<file path="config.mk">
export PLATFORM = sky130hd
export DESIGN_NAME = screen_clear
export DESIGN_NICKNAME = d
export VERILOG_FILES = /design/src/rtl/screen_clear_pkg.sv /design/src/rtl/screen_clear.sv
export SDC_FILE = /design/constraint.sdc
export NUM_CORES = 1
export LEC_CHECK = 0
export ABC_AREA = 1
export CAP_MARGIN = 20
export CORE_ASPECT_RATIO = 1.25
export CORE_UTILIZATION = 34
export DETAILED_ROUTE_END_ITERATION = 10
export PLACE_DENSITY = 0.78
export SYNTH_ARGS = -nofsm -noshare
export SYNTH_HDL_FRONTEND = slang
export SYNTH_SLANG_ARGS = --single-unit
</file>
<file path="constraint.sdc">
create_clock -name CLK_50 -period 1.2 [get_ports CLK_50]
set_input_delay 0.18 -clock CLK_50 [delete_from_list [all_inputs] [get_ports CLK_50]]
set_output_delay 0.18 -clock CLK_50 [all_outputs]
set_load 0.01 [all_outputs]
</file>
<file path="src/rtl/screen_clear_pkg.sv">
// Shared display-path types for the frame-buffer clear engine.
// Holds the fill FSM encoding and the default display RAM geometry.
package screen_clear_pkg;

    typedef enum logic [1:0] {
        ST_IDLE = 2'd0,
        ST_FILL = 2'd1,
        ST_DONE = 2'd2
    } fill_state_t;

    localparam int DISP_ADDR_WIDTH = 10;
    localparam int DISP_DATA_WIDTH = 16;

endpackage

</file>
<file path="src/rtl/screen_clear.sv">
// Frame-buffer clear engine on RAM port B.
// Fills every word with a latched value; otherwise lends port B to the VGA scan.
module screen_clear
    import screen_clear_pkg::*;
#(
    parameter int ADDR_WIDTH = DISP_ADDR_WIDTH,
    parameter int DATA_WIDTH = DISP_DATA_WIDTH
) (
    input  logic                  CLK_50,
    input  logic                  reset,
    input  logic                  start,
    input  logic [DATA_WIDTH-1:0] fill_value,
    input  logic [ADDR_WIDTH-1:0] vga_addr,
    output logic [ADDR_WIDTH-1:0] ram_addr_b,
    output logic [DATA_WIDTH-1:0] ram_data_b,
    output logic                  ram_wren_b,
    input  logic [DATA_WIDTH-1:0] ram_q_b,
    output logic [DATA_WIDTH-1:0] pixel_word,
    output logic                  busy,
    output logic                  done
);

    localparam logic [ADDR_WIDTH:0] LAST_CNT = {1'b0, {ADDR_WIDTH{1'b1}}};
    localparam logic [ADDR_WIDTH:0] CNT_ONE  = {{ADDR_WIDTH{1'b0}}, 1'b1};

    fill_state_t           r_state;
    fill_state_t           w_next;
    logic [ADDR_WIDTH:0]   r_cnt;
    logic [DATA_WIDTH-1:0] r_fill;
    logic                  r_blank;
    logic                  w_accept;
    logic                  w_last;

    assign w_accept = (r_state == ST_IDLE) && start;
    assign w_last   = (r_cnt == LAST_CNT);

    // Reset launches a clear with value 0; blanking tracks last cycle's busy.
    always_ff @(posedge CLK_50) begin
        if (reset) begin
            r_state <= ST_FILL;
            r_cnt   <= '0;
            r_fill  <= '0;
            r_blank <= 1'b1;
        end else begin
            r_state <= w_next;
            r_blank <= busy;
            if (w_accept) begin
                r_cnt  <= '0;
                r_fill <= fill_value;
            end else if (r_state == ST_FILL) begin
                r_cnt <= r_cnt + CNT_ONE;
            end
        end
    end

    // Next state and port-B / status decode from the registered state.
    always_comb begin
        w_next     = r_state;
        ram_addr_b = vga_addr;
        ram_wren_b = 1'b0;
        busy       = 1'b0;
        done       = 1'b0;
        unique case (r_state)
            ST_IDLE: begin
                if (start) w_next = ST_FILL;
            end
            ST_FILL: begin
                ram_addr_b = r_cnt[ADDR_WIDTH-1:0];
                ram_wren_b = 1'b1;
                busy       = 1'b1;
                if (w_last) w_next = ST_DONE;
            end
            ST_DONE: begin
                done   = 1'b1;
                w_next = ST_IDLE;
            end
            default: w_next = ST_IDLE;
        endcase
    end

    assign ram_data_b = r_fill;
    assign pixel_word = r_blank ? '0 : ram_q_b;

endmodule

</file>
# == Word-level counts from Yosys, hierarchy flattened ==
# Index checks and enable logic that the tools add are counted.
# word_totals
elab_cells,21
reg_bits,30
input_bits,45
# classes
n_reduce_logical,4
eq_ne,5
n_addsub,1
mux,7
# ops
op,n
16-bit 2-to-1 mux,1
11-bit by 1-bit adder with 11-bit output (second input constant),1
11-bit by 10-bit equality test with 1-bit output (second input constant),1
10-bit 2-to-1 mux,1
2-bit 2-to-1 mux,2
2-bit inequality test (second input constant),2
2-bit case mux with 2 select lines,1
2-bit by 1-bit equality test with 1-bit output (second input constant),1
2-bit equality test (second input constant),1
2-bit zero test,1
1-bit 2-to-1 mux,2
2-bit AND reduction,1
2-bit OR reduction,1
1-bit logical AND,1

# == Logic depth before layout (Yosys ltp) ==
# depth
ltp_word,3
mapped_depth,7
mapped_depth_nobuf,7

# == Worst setup path after synthesis ==
# Ideal clock, no wire load.
# synth_timing
path_kind,register to output
start,reg r_state[0]
end,out ram_addr_b[2]
t_required_ns,1.020
path_slack_ns,0.058
arrival_ns,0.962
stages_incl_launch_ff,4
path_cell_list,dfxtp_1 > nand2_4 > buf_2 > o21ai_0
# synth_via
elab_chain_len,2
# synth_rtl
element,line,text
from (decl),screen_clear.sv:26,fill_state_t r_state;
from (signal assigned),screen_clear.sv:45,r_state <= w_next;
2-bit by 1-bit equality test with 1-bit output,screen_clear.sv:63,unique case (r_state)
10-bit 2-to-1 mux,screen_clear.sv:63,
to (decl),screen_clear.sv:14,"output logic [ADDR_WIDTH-1:0] ram_addr_b,"
# Every way passes these cells.

# == Worst setup path after layout ==
# layout_timing
start,reg r_state[0]
end,out ram_addr_b[0]
# Same word-level chain as after synthesis.

==> metrics.yaml <==
floorplanning:
  fp.dieW_um: 61.86
  ios: 90
  coreArea_um2: 4197
  initial_core_util_pct: 36.29
  die_h_um: 76.82
  num_rows: 26
  die_area_um2: 4752
detailed_routing:
  vias: 1860
  wire_per_inst_um: 11.94
  drc: 0
  drt-initial-drc-count: 62
  drt-total-wl_mm: 4.787
  ant_nets: 0
  drtPass1Iterations: 4
  routed_via_density: 4.638
final_layout:
  multi_input_area_um2: 965.9
  fin_util_pct: 70.69
  fin_nets: 390
  layout_common_cells: "44 x nor2_1, 44 x clkdlybuf4s50_1, 33 x nand2_1"
  area_growth_pct: 94.82
  drive_above_1_share_pct: 33.04
  instances_no_fill: 401
  fillers: 310
  insertedDiodeCount: 0
  final-seq-area_um2: 611.8
global_routing:
  grt_max_degree: 17
  overflow: 0
  antenna_found_initial: 0
  grt_usage_pct: 19.18
  grt_pass1_vias: 1660
  grt_first_pass_wirelength_mm: 6.989
sta:
  grt_setup_unrepaired: "true"
  maxSlewViolCount: 0
  setup_viol: 15
  period_share_pct: 109.4
  worstMarginPinSlew_ns: 0.3357
  fmax_mhz: 761.7
  period_needed_ns: 1.313
  fin_setup_tns_ns: -0.9576
  max_slew_margin_pct: 77.55
  setup_ws_ns: -0.1128
  hold_viol: 0
  fin_worst_skew_ns: 0.006809
logic_synthesis:
  syn_inst: 228
  synthArstFlopShare_pct: 0
  yosysSeqAreaShare_pct: 39.44
  synth.avg_cell_area_um2: 6.679
  ys_warn_count: 0
  synth-edff-count: 0
  dominantRegCellSynth: "dfxtp_1"
  ys_ff_latch: 30
  synth.distinct_cells: 25
  syn_nets: 274
  netlist_area_um2: 1523
placed_design:
  dpl.hpwl_mm: 3.115
  placedCellCount: 384
  place_congestion: 0.8017
  place_ws_ns: -0.3322
  portBuffers: 89
clocking:
  clockRootBuffer: "clkbuf_8"
  insertion_delay_ns: 0.28
  cts_buffers: 5
  numClockSinks: 30
  h-tree-depth: 2
  clockBufferDepth: 2
  clk_pin_slew_ns: 0.07
  holdBufCountCts: 0
  cts_tree: "done"
setup_path:
  cp-end-kind: "output port"
  worstPathArrival_ns: 1.13
  path_max_fanout: 7
  critical_path_class: "flip-flop to output port"
  cp_data_required_time_ns: 1.02
  cp-start-kind: "flip-flop"
pwr:
  p_leak_nw: 1.332
  vdd_drop_max_mv: 0.6907
  power_density_nw_per_um2: 779.6
job:
  maxCapViolCount: 0
min_path:
  min_path_type: "flip-flop to flip-flop"
outcome:
  status: "finished with violations"
  violations: "setup timing"
## where the power goes
| part | total (mW) | internal [mW] | switching, mW |
|---|---|---|---|
| clock network | 1.00 | 0.610 | 0.394 |
| registers | 1.01 | 1.00 | 0.00942 |
| logic | 0.298 | 0.188 | 0.110 |
## logic make-up after synthesis
kind of cell / Yosys count / synth area share, %
flops: 30 / 39.44
simple gates: 121 / 35.91
compound gates: 32 / 10.76
fa+ha+maj: 1 / 0.8216
xor+xnor: 1 / 0.5753
buf+inv: 43 / 12.49
## final timing paths
path | endpoint | slack, ns | from | depth (start not counted)
worst min register to register | ram_data_b[12] | 0.48 | ram_data_b[12] | 2
worst max-delay path | ram_addr_b[0] | -0.11 | r_state[0] | 5
worst max register to register | r_cnt[4] | -0.04 | r_state[0] | 6
worst min-delay path | ram_data_b[12] | 0.48 | ram_data_b[12] | 2
## per-layer routing
layer  up-vias  part of all wire [%]  global-route usage, %
li1        940                     -                      -
met3         4                   8.5                  5.059
met2        82                    52                  34.19
met4         0                  0.79                  5.333
met5         -                     0                      0
met1       834                    39                  21.37
## timing repair
action / 4_1_cts / 5_1_grt
setup endpoints to repair: 59 / 55
gates resized for setup: 158 / 71
pin swaps: 3 / 21
setup buffers: 4 / 1
cloned: 3 / 1
## metrics by stage
| stage | power, mW | cell area [um2] | hold slack (ns) |
|---|---|---|---|
| after floorplan | 1.101 | 1523 | 0.3260 |
| after global placement | 1.301 | 2582 | 0.4619 |
| after detailed placement | 1.304 | 2582 | 0.4719 |
| after CTS | 2.298 | 2646 | 0.4821 |
| after global routing | 2.415 | 2967 | 0.5042 |
| final | 2.313 | 2967 | 0.4759 |
## final cells by class
cell class	count	area share, %
flip-flops and latches	30	20.62
multi-input cells	159	32.56
clock inverters	3	1.350
inverters	35	5.441
repair buffers	113	35.34
clock buffers	5	2.320
well taps	56	2.362
## synthesized netlist by cell type (2+ instances only)
master   instances  area share (%)
nand2_1         36             8.9
buf_4            2            0.99
nand4_1          4             1.6
a21oi_1          7             2.3
nand2_4          2             1.5
nor2_4           2             1.5
inv_1           29             7.1
nor2_1          61              15
nand2_2          2            0.82
nand3_1          9             3.0
buf_2            3            0.99
buf_6            2             1.5
dfxtp_1         30              39
inv_2            5             1.2
o21ai_1          5             1.6
nor2_2           2            0.82
o21ai_0         19             6.2
## state kept, by name (all words and copies together), names as in the netlist
| name | flops |
|---|---|
| r_blank | 1 |
| r_cnt | 11 |
| r_state | 2 |
| ram_data_b | 16 |
## worst max-delay path: stages, from the launching register on
cell and delay, ns:
dfxtp_4 0.44, nand2_8 0.10, inv_8 0.07, nor2_1 0.04, nor2_1 0.07, buf_2 0.13
No activity file was read; power rests on OpenSTA's default activity.
